### src/rtl/bcd_counter_up_if.sv
// Bundle of the control inputs and status outputs of the two-digit BCD up-counter.
// The master drives count requests and presets; the slave is the counter itself.
interface bcd_counter_up_if;
    logic       enable;
    logic       tick;
    logic       clear;
    logic       load;
    logic [7:0] load_value;
    logic [3:0] bcd_tens;
    logic [3:0] bcd_units;
    logic       carry;
    logic       at_max;
    logic       load_err;

    modport master (
        output enable, tick, clear, load, load_value,
        input  bcd_tens, bcd_units, carry, at_max, load_err
    );

    modport slave (
        input  enable, tick, clear, load, load_value,
        output bcd_tens, bcd_units, carry, at_max, load_err
    );
endinterface

### src/rtl/bcd_counter_up.sv
// Two-digit BCD up-counter with a terminal count of MAX_TENS:MAX_UNITS.
// Counts once per rising edge of tick (when enabled), with synchronous clear and
// validated preset. Define BCD_COUNTER_SATURATE_EN to hold at terminal instead of
// wrapping to 00; the default build wraps and pulses carry on the wrap.
module bcd_counter_up #(
    parameter int MAX_TENS  = 5,
    parameter int MAX_UNITS = 9
) (
    input  logic            clock,
    input  logic            reset,
    bcd_counter_up_if.slave bus
);
    localparam logic [3:0] MAX_T    = 4'(MAX_TENS);
    localparam logic [3:0] MAX_U    = 4'(MAX_UNITS);
    localparam logic [7:0] TERMINAL = {MAX_T, MAX_U};

    logic [3:0] tens_reg, tens_next;
    logic [3:0] units_reg, units_next;
    logic       carry_reg, carry_next;
    logic       load_err_reg, load_err_next;
    logic       tick_q_reg;

    logic       step;
    logic       at_terminal;
    logic       load_ok;
    logic [3:0] inc_tens;
    logic [3:0] inc_units;

    // Edge-qualified count request, terminal detect, preset validation and the
    // decimal increment (units roll into tens in the same cycle).
    always_comb begin
        step        = bus.tick & ~tick_q_reg & bus.enable;
        at_terminal = (tens_reg == MAX_T) && (units_reg == MAX_U);
        load_ok     = (bus.load_value[7:4] <= 4'd9) && (bus.load_value[3:0] <= 4'd9)
                      && (bus.load_value <= TERMINAL);
        if (units_reg == 4'd9) begin
            inc_units = 4'd0;
            inc_tens  = tens_reg + 4'd1;
        end else begin
            inc_units = units_reg + 4'd1;
            inc_tens  = tens_reg;
        end
    end

    // Next-state selection with priority clear > load > step; carry and load_err
    // default low so they only ever last one cycle.
    always_comb begin
        tens_next     = tens_reg;
        units_next    = units_reg;
        carry_next    = 1'b0;
        load_err_next = 1'b0;
        if (bus.clear) begin
            tens_next  = 4'd0;
            units_next = 4'd0;
        end else if (bus.load) begin
            if (load_ok) begin
                tens_next  = bus.load_value[7:4];
                units_next = bus.load_value[3:0];
            end else begin
                load_err_next = 1'b1;
            end
        end else if (step) begin
            if (at_terminal) begin
`ifdef BCD_COUNTER_SATURATE_EN
                // Already holding at terminal: no movement, no further carry.
                tens_next  = tens_reg;
                units_next = units_reg;
`else
                tens_next  = 4'd0;
                units_next = 4'd0;
                carry_next = 1'b1;
`endif
            end else begin
                tens_next  = inc_tens;
                units_next = inc_units;
`ifdef BCD_COUNTER_SATURATE_EN
                // Carry marks the step that arrives at terminal.
                carry_next = ({inc_tens, inc_units} == TERMINAL);
`endif
            end
        end
    end

    // State registers; the tick edge detector samples every cycle so an edge seen
    // during clear/load is consumed rather than deferred.
    always_ff @(posedge clock) begin
        if (reset) begin
            tens_reg     <= 4'd0;
            units_reg    <= 4'd0;
            carry_reg    <= 1'b0;
            load_err_reg <= 1'b0;
            tick_q_reg   <= 1'b0;
        end else begin
            tens_reg     <= tens_next;
            units_reg    <= units_next;
            carry_reg    <= carry_next;
            load_err_reg <= load_err_next;
            tick_q_reg   <= bus.tick;
        end
    end

    assign bus.bcd_tens  = tens_reg;
    assign bus.bcd_units = units_reg;
    assign bus.carry     = carry_reg;
    assign bus.load_err  = load_err_reg;
    assign bus.at_max    = at_terminal;
endmodule

### src/flat_wrapper.sv
// flat-port wrapper written by rule: the top's interface ports become plain ports
module bcd_counter_up_flat 
#(
    parameter int MAX_TENS  = 5,
    parameter int MAX_UNITS = 9
)
  (clock, reset, bus_enable, bus_tick, bus_clear, bus_load, bus_load_value, bus_bcd_tens, bus_bcd_units, bus_carry, bus_at_max, bus_load_err);
  bcd_counter_up_if bus_i ();
  input  logic clock;
  input  logic reset;
  input wire logic [$bits(bus_i.enable)-1:0] bus_enable;
  input wire logic [$bits(bus_i.tick)-1:0] bus_tick;
  input wire logic [$bits(bus_i.clear)-1:0] bus_clear;
  input wire logic [$bits(bus_i.load)-1:0] bus_load;
  input wire logic [$bits(bus_i.load_value)-1:0] bus_load_value;
  output wire logic [$bits(bus_i.bcd_tens)-1:0] bus_bcd_tens;
  output wire logic [$bits(bus_i.bcd_units)-1:0] bus_bcd_units;
  output wire logic [$bits(bus_i.carry)-1:0] bus_carry;
  output wire logic [$bits(bus_i.at_max)-1:0] bus_at_max;
  output wire logic [$bits(bus_i.load_err)-1:0] bus_load_err;
  assign bus_i.enable = bus_enable;
  assign bus_i.tick = bus_tick;
  assign bus_i.clear = bus_clear;
  assign bus_i.load = bus_load;
  assign bus_i.load_value = bus_load_value;
  assign bus_bcd_tens = bus_i.bcd_tens;
  assign bus_bcd_units = bus_i.bcd_units;
  assign bus_carry = bus_i.carry;
  assign bus_at_max = bus_i.at_max;
  assign bus_load_err = bus_i.load_err;
  bcd_counter_up #(.MAX_TENS(MAX_TENS), .MAX_UNITS(MAX_UNITS)) u_core (.clock(clock), .reset(reset), .bus(bus_i));
endmodule
### config.mk
export PLATFORM = sky130hd
export DESIGN_NAME = bcd_counter_up_flat
export DESIGN_NICKNAME = d
export VERILOG_FILES = /design/src/rtl/bcd_counter_up_if.sv /design/src/rtl/bcd_counter_up.sv /design/src/flat_wrapper.sv
export SDC_FILE = /design/constraint.sdc
export NUM_CORES = 1
export LEC_CHECK = 0
export ABC_AREA = 1
export CORE_ASPECT_RATIO = 1.4
export CORE_MARGIN = 2
export CORE_UTILIZATION = 30
export CTS_CLUSTER_DIAMETER = 150
export DETAILED_ROUTE_END_ITERATION = 12
export HOLD_SLACK_MARGIN = 0.05
export PLACE_DENSITY = 0.56
export SETUP_SLACK_MARGIN = 0.4
export SLEW_MARGIN = 10
export SYNTH_ARGS = -nofsm -noshare
export SYNTH_HDL_FRONTEND = slang
export SYNTH_SLANG_ARGS = --single-unit
### constraint.sdc
create_clock -name clock -period 1.6 [get_ports clock]
set_input_delay 0.24 -clock clock [delete_from_list [all_inputs] [get_ports clock]]
set_output_delay 0.24 -clock clock [all_outputs]
set_load 0.01 [all_outputs]
==> results_dict.tcl <==
set metrics [dict create \
    status "completed" \
    dpl_cell_area_sq_mm 0.00114 \
    start_util 0.320 \
    cp-start-kind "register" \
    root_buffer "clkbuf_4" \
    crit_required_ns 1.36 \
    worst_slew_margin_rel 0.802 \
    regArea_sq_um 234 \
    crit_arrival_ns 1.20 \
    clock_latency_ns 0.26 \
    path_cells "inv_2 > ha_4 > nand2_2 > nor2_4 > nand2_2 > inv_1 > buf_2" \
    cts_buffers 3 \
    avgViaCountPerCell 4.27 \
    cts.sinks 11 \
    critPathBufInv 3 \
    ioPinCount 25 \
    area_growth_pct 56.5 \
    final_util 0.502 \
    drive_above_1_share 0.340 \
    grt_pass1_wl_mm 3.08 \
    dpl.hpwl_mm 1.52 \
    grt_start_max_net_pins 10 \
    tightest_slew_ns 0.297 \
    drtPass1Iterations 2 \
    dp_cells 181 \
    num_rows 21 \
    die-area_sq_mm 0.00301 \
    clock_tree.buffer_depth 2 \
    maxCapViolCount 0 \
    yosysUniqueCellTypes 21 \
    path_clk_slew_ns 0.07 \
    crit_path_frequent_cell "nand2_2" \
    drt_iter0_drc 4 \
    nNetsFinal 172 \
    finClkSkew_ns 0.000416 \
    finalHoldViolCount 0 \
    final_max_slew_viol_count 0 \
    synth-seq-cells 11 \
    synth.yosys.seq_area_share 0.284 \
    path_max_fanout 2 \
    clock.fmax_mhz 696 \
    grt_pass1_vias 787 \
    synth_cells 115 \
    ant_nets 0 \
    gp_congestion 0.810 \
    overflow 0 \
    cpLargestDelayFamily "flip-flops" \
    core_sq_mm 0.00242 \
    h-tree-depth 1 \
    multi_input_area_sq_um 534 \
    wirelength_mm 2.00 \
    power.density_mw_per_mm2 557 \
    fp.dieH_um 64.1 \
    slowest_delay_ns 0.33 \
    ctsHoldBuffers 0 \
    dr_total_vias 798 \
    fin_crit_ns 1.44 \
    track_usage 0.142 \
    wl_per_cell_um 10.7 \
    setup_violations 0 \
    synthesis.area_sq_um 774 \
    critPathSlowestCell "dfxtp_2" \
    synth_nets 133 \
    cts_tree "built" \
    hold_class "input port to register" \
    io_buffer_count 24 \
    p_leak_uw 0.000643 \
    fill_cells 260 \
    dp_slack_ns -0.00909 \
    die_w_um 46.9 \
    yosysWarnings 0 \
    syn_area_per_cell_sq_um 6.73 \
    ir_drop_uv 251 \
    setup_slack_ns 0.164 \
    worst_setup_path_end_kind "output port" \
    fin_area_sq_mm 0.00121 \
    rsz0062_at_grt "true" \
    antenna_found_initial 0 \
    finalCritPeriodShare 0.898 \
    drcViolationCount 0 \
    critical_path_class "register to output port" \
    n_antenna_cell 0 \
    instances_no_fill 187 \
]
==> cell families after synthesis <==
logic type | synth area share
DFF | 0.284
xor gates and xnor gates | 0.0339
adders and majority gates | 0.0646
AOI/OAI and AO/OA | 0.0436
and+or+nand+nor | 0.459
buffers and inverters | 0.115
==> placed cells by master (no fill, tap or decap), types with 2 or more instances in the layout <==
cell type	count
inv_2	4
nand3_1	7
clkdlybuf4s50_1	12
buf_6	2
nand2_2	4
nor2_4	2
clkbuf_4	3
buf_2	4
o22ai_1	2
nor2_1	18
inv_1	12
dfxtp_2	5
ha_1	2
dfxtp_1	4
inv_4	2
nand2_4	5
ha_4	2
clkbuf_2	2
buf_4	9
xor2_1	2
dlygate4sd2_1	5
dfxtp_4	2
nand2_1	32
==> what timing repair did <==
item / 4_1_cts / 5_1_grt
pin swaps: 7 / 7
resized for setup: 36 / 15
buffers inserted: 2 / 0
setup endpoints to repair: 20 / 14
hold endpoints to repair: 0 / 0
==> worst reg2reg max path: cells and delay by family (launching register included) <==
kind	cells	cell delay, ns
AOI/OAI and AO/OA	1	0.21
buffers and inverters	2	0.18
adders and majority gates	1	0.13
and+or+nand+nor	5	0.48
DFF	1	0.35
==> cells in the mapped netlist (all sizes together) <==
cell	number	area (sq um)
nor4	1	6.26
ha	4	50.1
o22ai	2	12.5
o21ai	2	21.3
clkinv	2	7.51
buf	1	11.3
nand4	2	27.5
nand3	7	35.0
inv	18	70.1
nand2	41	191
xnor2	1	8.76
dfxtp	11	220
xor2	2	17.5
nor2	21	95.1
==> metal layers <==
layer | global-route usage | vias to the layer above | part of all wire
met5 | 0 | - | 0
met4 | 0.0729 | 0 | 0.012
met3 | 0.0169 | 2 | 0.041
met2 | 0.264 | 17 | 0.57
met1 | 0.140 | 353 | 0.38
li1 | - | 426 | -
==> layout make-up <==
class / instances / share of cell area
Tap cell: 34 / 0.0351
Clock buffer: 4 / 0.0217
Inverter: 20 / 0.0671
Multi-Input combinational cell: 83 / 0.441
Sequential cell: 11 / 0.193
Timing Repair Buffer: 35 / 0.243
==> metrics by stage <==
step	hold WS, ns	total power (uW)	setup TNS, ns
2_1_floorplan	0.311	401	0
3_3_place_gp	0.523	483	-0.00714
3_5_place_dp	0.532	484	-0.00909
4_1_cts	0.507	684	0
5_1_grt	0.531	733	0
6_report	0.518	676	0
==> worst paths after layout <==
| kind | from | end | slack (ns) | cells past startpoint |
|---|---|---|---|---|
| setup / recovery | u_core.bus.bcd_tens[1] | bus_at_max | 0.16 | 7 |
| hold / removal | bus_tick | u_core.tick_q_reg | 0.52 | 3 |
| setup reg to reg | u_core.bus.bcd_units[1] | u_core.bus.bcd_tens[3] | 0.19 | 9 |
| hold reg to reg | u_core.bus.bcd_tens[1] | u_core.bus.bcd_tens[1] | 0.55 | 4 |
==> power breakdown <==
group	leakage (uW)	switching, uW	internal (uW)
combinational	0.000535	100	91.4
clock	0.0000150	94.3	96.3
sequential	0.0000934	9.66	284
total	0.000643	204	471
No activity file was read; power rests on OpenSTA's default activity.
==> variant, RTL diff (same flow settings) <==
The option `BCD_COUNTER_SATURATE_EN` is turned on by a define.
--- a/src/rtl/bcd_counter_up.sv
+++ b/src/rtl/bcd_counter_up.sv
@@ -3,4 +3,6 @@
 // validated preset. Define BCD_COUNTER_SATURATE_EN to hold at terminal instead of
 // wrapping to 00; the default build wraps and pulses carry on the wrap.
+`define BCD_COUNTER_SATURATE_EN
+
 module bcd_counter_up #(
     parameter int MAX_TENS  = 5,
Function: changed (Yosys sat finds a counterexample within 4 cycles, from zero or initial values and one cycle with reset high).
==> variant against the unedited design <==
  * Setup slack better by 42 ps
  * Largest cell class unchanged
  * Critical endpoint unchanged
  * Sequential cell count stayed put
  * Cell area is 5.8% higher
  * Wire length is 14% higher
  * Total power is 4.7% higher
  * Clock skew is 1.9 ps higher
  * Combinational power is 12% higher
  * Synthesized area is 1.1% lower
==> variant: results (changes against the unedited design) <==
[placement]
dp_hpwl_mm=1.68  ; was 1.52 mm
routabilityCongestion=0.820  ; was 0.810
placedCellCount=201  ; was 181
dp_slack_ps=13.5  ; was -9.09 ps
place_area_sq_mm=0.00118  ; was 0.00114 sq mm
port_buffers=24  ; unchanged

[drt]
wirelength_mm=2.28  ; was 2.00 mm
wl_met3_um=90  ; was 81 um
wire_per_inst_um=11.1  ; was 10.7 um
wl_met2_mm=1.10  ; was 1.14 mm
drt_iter0_markers=33  ; was 4
num_vias=933  ; was 798
wl_met1_mm=1.06  ; was 751 um
topRoutingLayerUsed=met4  ; unchanged
dr.pass1.iters=4  ; was 2

[sta]
worstMarginPinSlew_ps=264  ; was 297 ps
clock_skew_ps=2.31  ; was 0.416 ps
setup_ws_ps=206  ; was 164 ps
worst_hold_slack_ps=487  ; was 518 ps

[cts]
ctsLongestPathBuffers=2  ; unchanged
clk_pin_slew_ps=80
cts_htree_levels=1  ; unchanged
clk_latency_ps=270
cts_buffers=3  ; unchanged

[synth]
ys_top_cells_by_area=dfxtp_1 29%, nand2_1 24%, nor2_1 10%  ; was dfxtp_1 28%, nand2_1 16%, nor2_1 9.7%
ys_seq_area_share_pct=28.8  ; was 28.4%
yosysUniqueCellTypes=21  ; unchanged
syn_nets=146  ; was 133
synth_commonest_cells=48 x nand2_1, 21 x nor2_1, 13 x inv_1  ; was 34 x nand2_1, 20 x nor2_1, 14 x inv_1
synth.avg_cell_area_sq_um=5.89  ; was 6.73 sq um
synth_flop_cell=dfxtp_1  ; unchanged
yosysWarnings=0  ; unchanged

[global_route]
grt_use_met3_pct=1.69  ; unchanged
grt_use_total_pct=15.3  ; was 14.2%
grt_pass1_wl_mm=3.42  ; was 3.08 mm
first_global_vias=825  ; was 787
use_met2_pct=24.1  ; was 26.4%
grt_max_degree=10  ; unchanged
gr-usage-met1_pct=20.5  ; was 14.0%

[setup_path]
critPathMaxStageDelay_ps=350  ; was 330 ps
crit_fanout=2  ; unchanged
cp-endpoint=bus_at_max  ; unchanged
reg2reg_depth=11  ; was 9
crit_slowest_cell=dfxtp_4  ; was dfxtp_2
worst_ep_arrival_time_ps=1150  ; was 1200 ps
r2r_end=u_core.bus.bcd_units[3]  ; was u_core.bus.bcd_tens[3]
rrSetupSlack_ps=250  ; was 190 ps

[min_path]
hold_end=u_core.bus.bcd_units[3]  ; was u_core.tick_q_reg
hp-class=reg2reg  ; was in2reg
hold_depth=2  ; was 3
worstHoldStart=u_core.bus.bcd_units[3]  ; was bus_tick

[cells_and_area]
nNetsFinal=189  ; was 172
drive_above_1_share_pct=37.8  ; was 34.0%

[power_and_ir_drop]
leakage_uw=0.000624  ; was 0.000643 uW
ir_drop_uv=355  ; was 251 uV

[outcome]
status=finished, final reports clean  ; unchanged

==> variant: area by class of cell <==
class | instances | area, sq um
flip-flops and latches | 11 | 234
multi-input cells | 102 | 586
clock buffers | 4 | 26.3
well taps | 34 | 42.5
inverters | 15 | 58.8
fillers | 256 | 1130
repair buffers | 40 | 335
==> variant: where the power goes <==
| group | switching [uW] | internal, uW |
|---|---|---|
| Sequential | 6.99 | 283 |
| Combinational | 114 | 103 |
| Clock | 104 | 96.6 |
==> variant: logic make-up (layout without fill, tap and decap cells) <==
kind of cell | after synthesis | count (layout) | synth area share (%)
AND/OR/NAND/NOR | 90 | 90 | 51.0
XOR/XNOR | 1 | 1 | 1.14
buffers and inverters | 17 | 59 | 9.48
adder cells (fa/ha/maj) | 2 | 2 | 3.27
flip-flops | 11 | 11 | 28.8
AO/OA/AOI/OAI | 9 | 9 | 6.37
==> variant: timing repair <==
action / 4_1_cts / 5_1_grt
endpoints found under the setup margin: 20 / 14
buffers inserted: 1 / 0
pin swaps: 11 / 5
resized for setup: 37 / 23
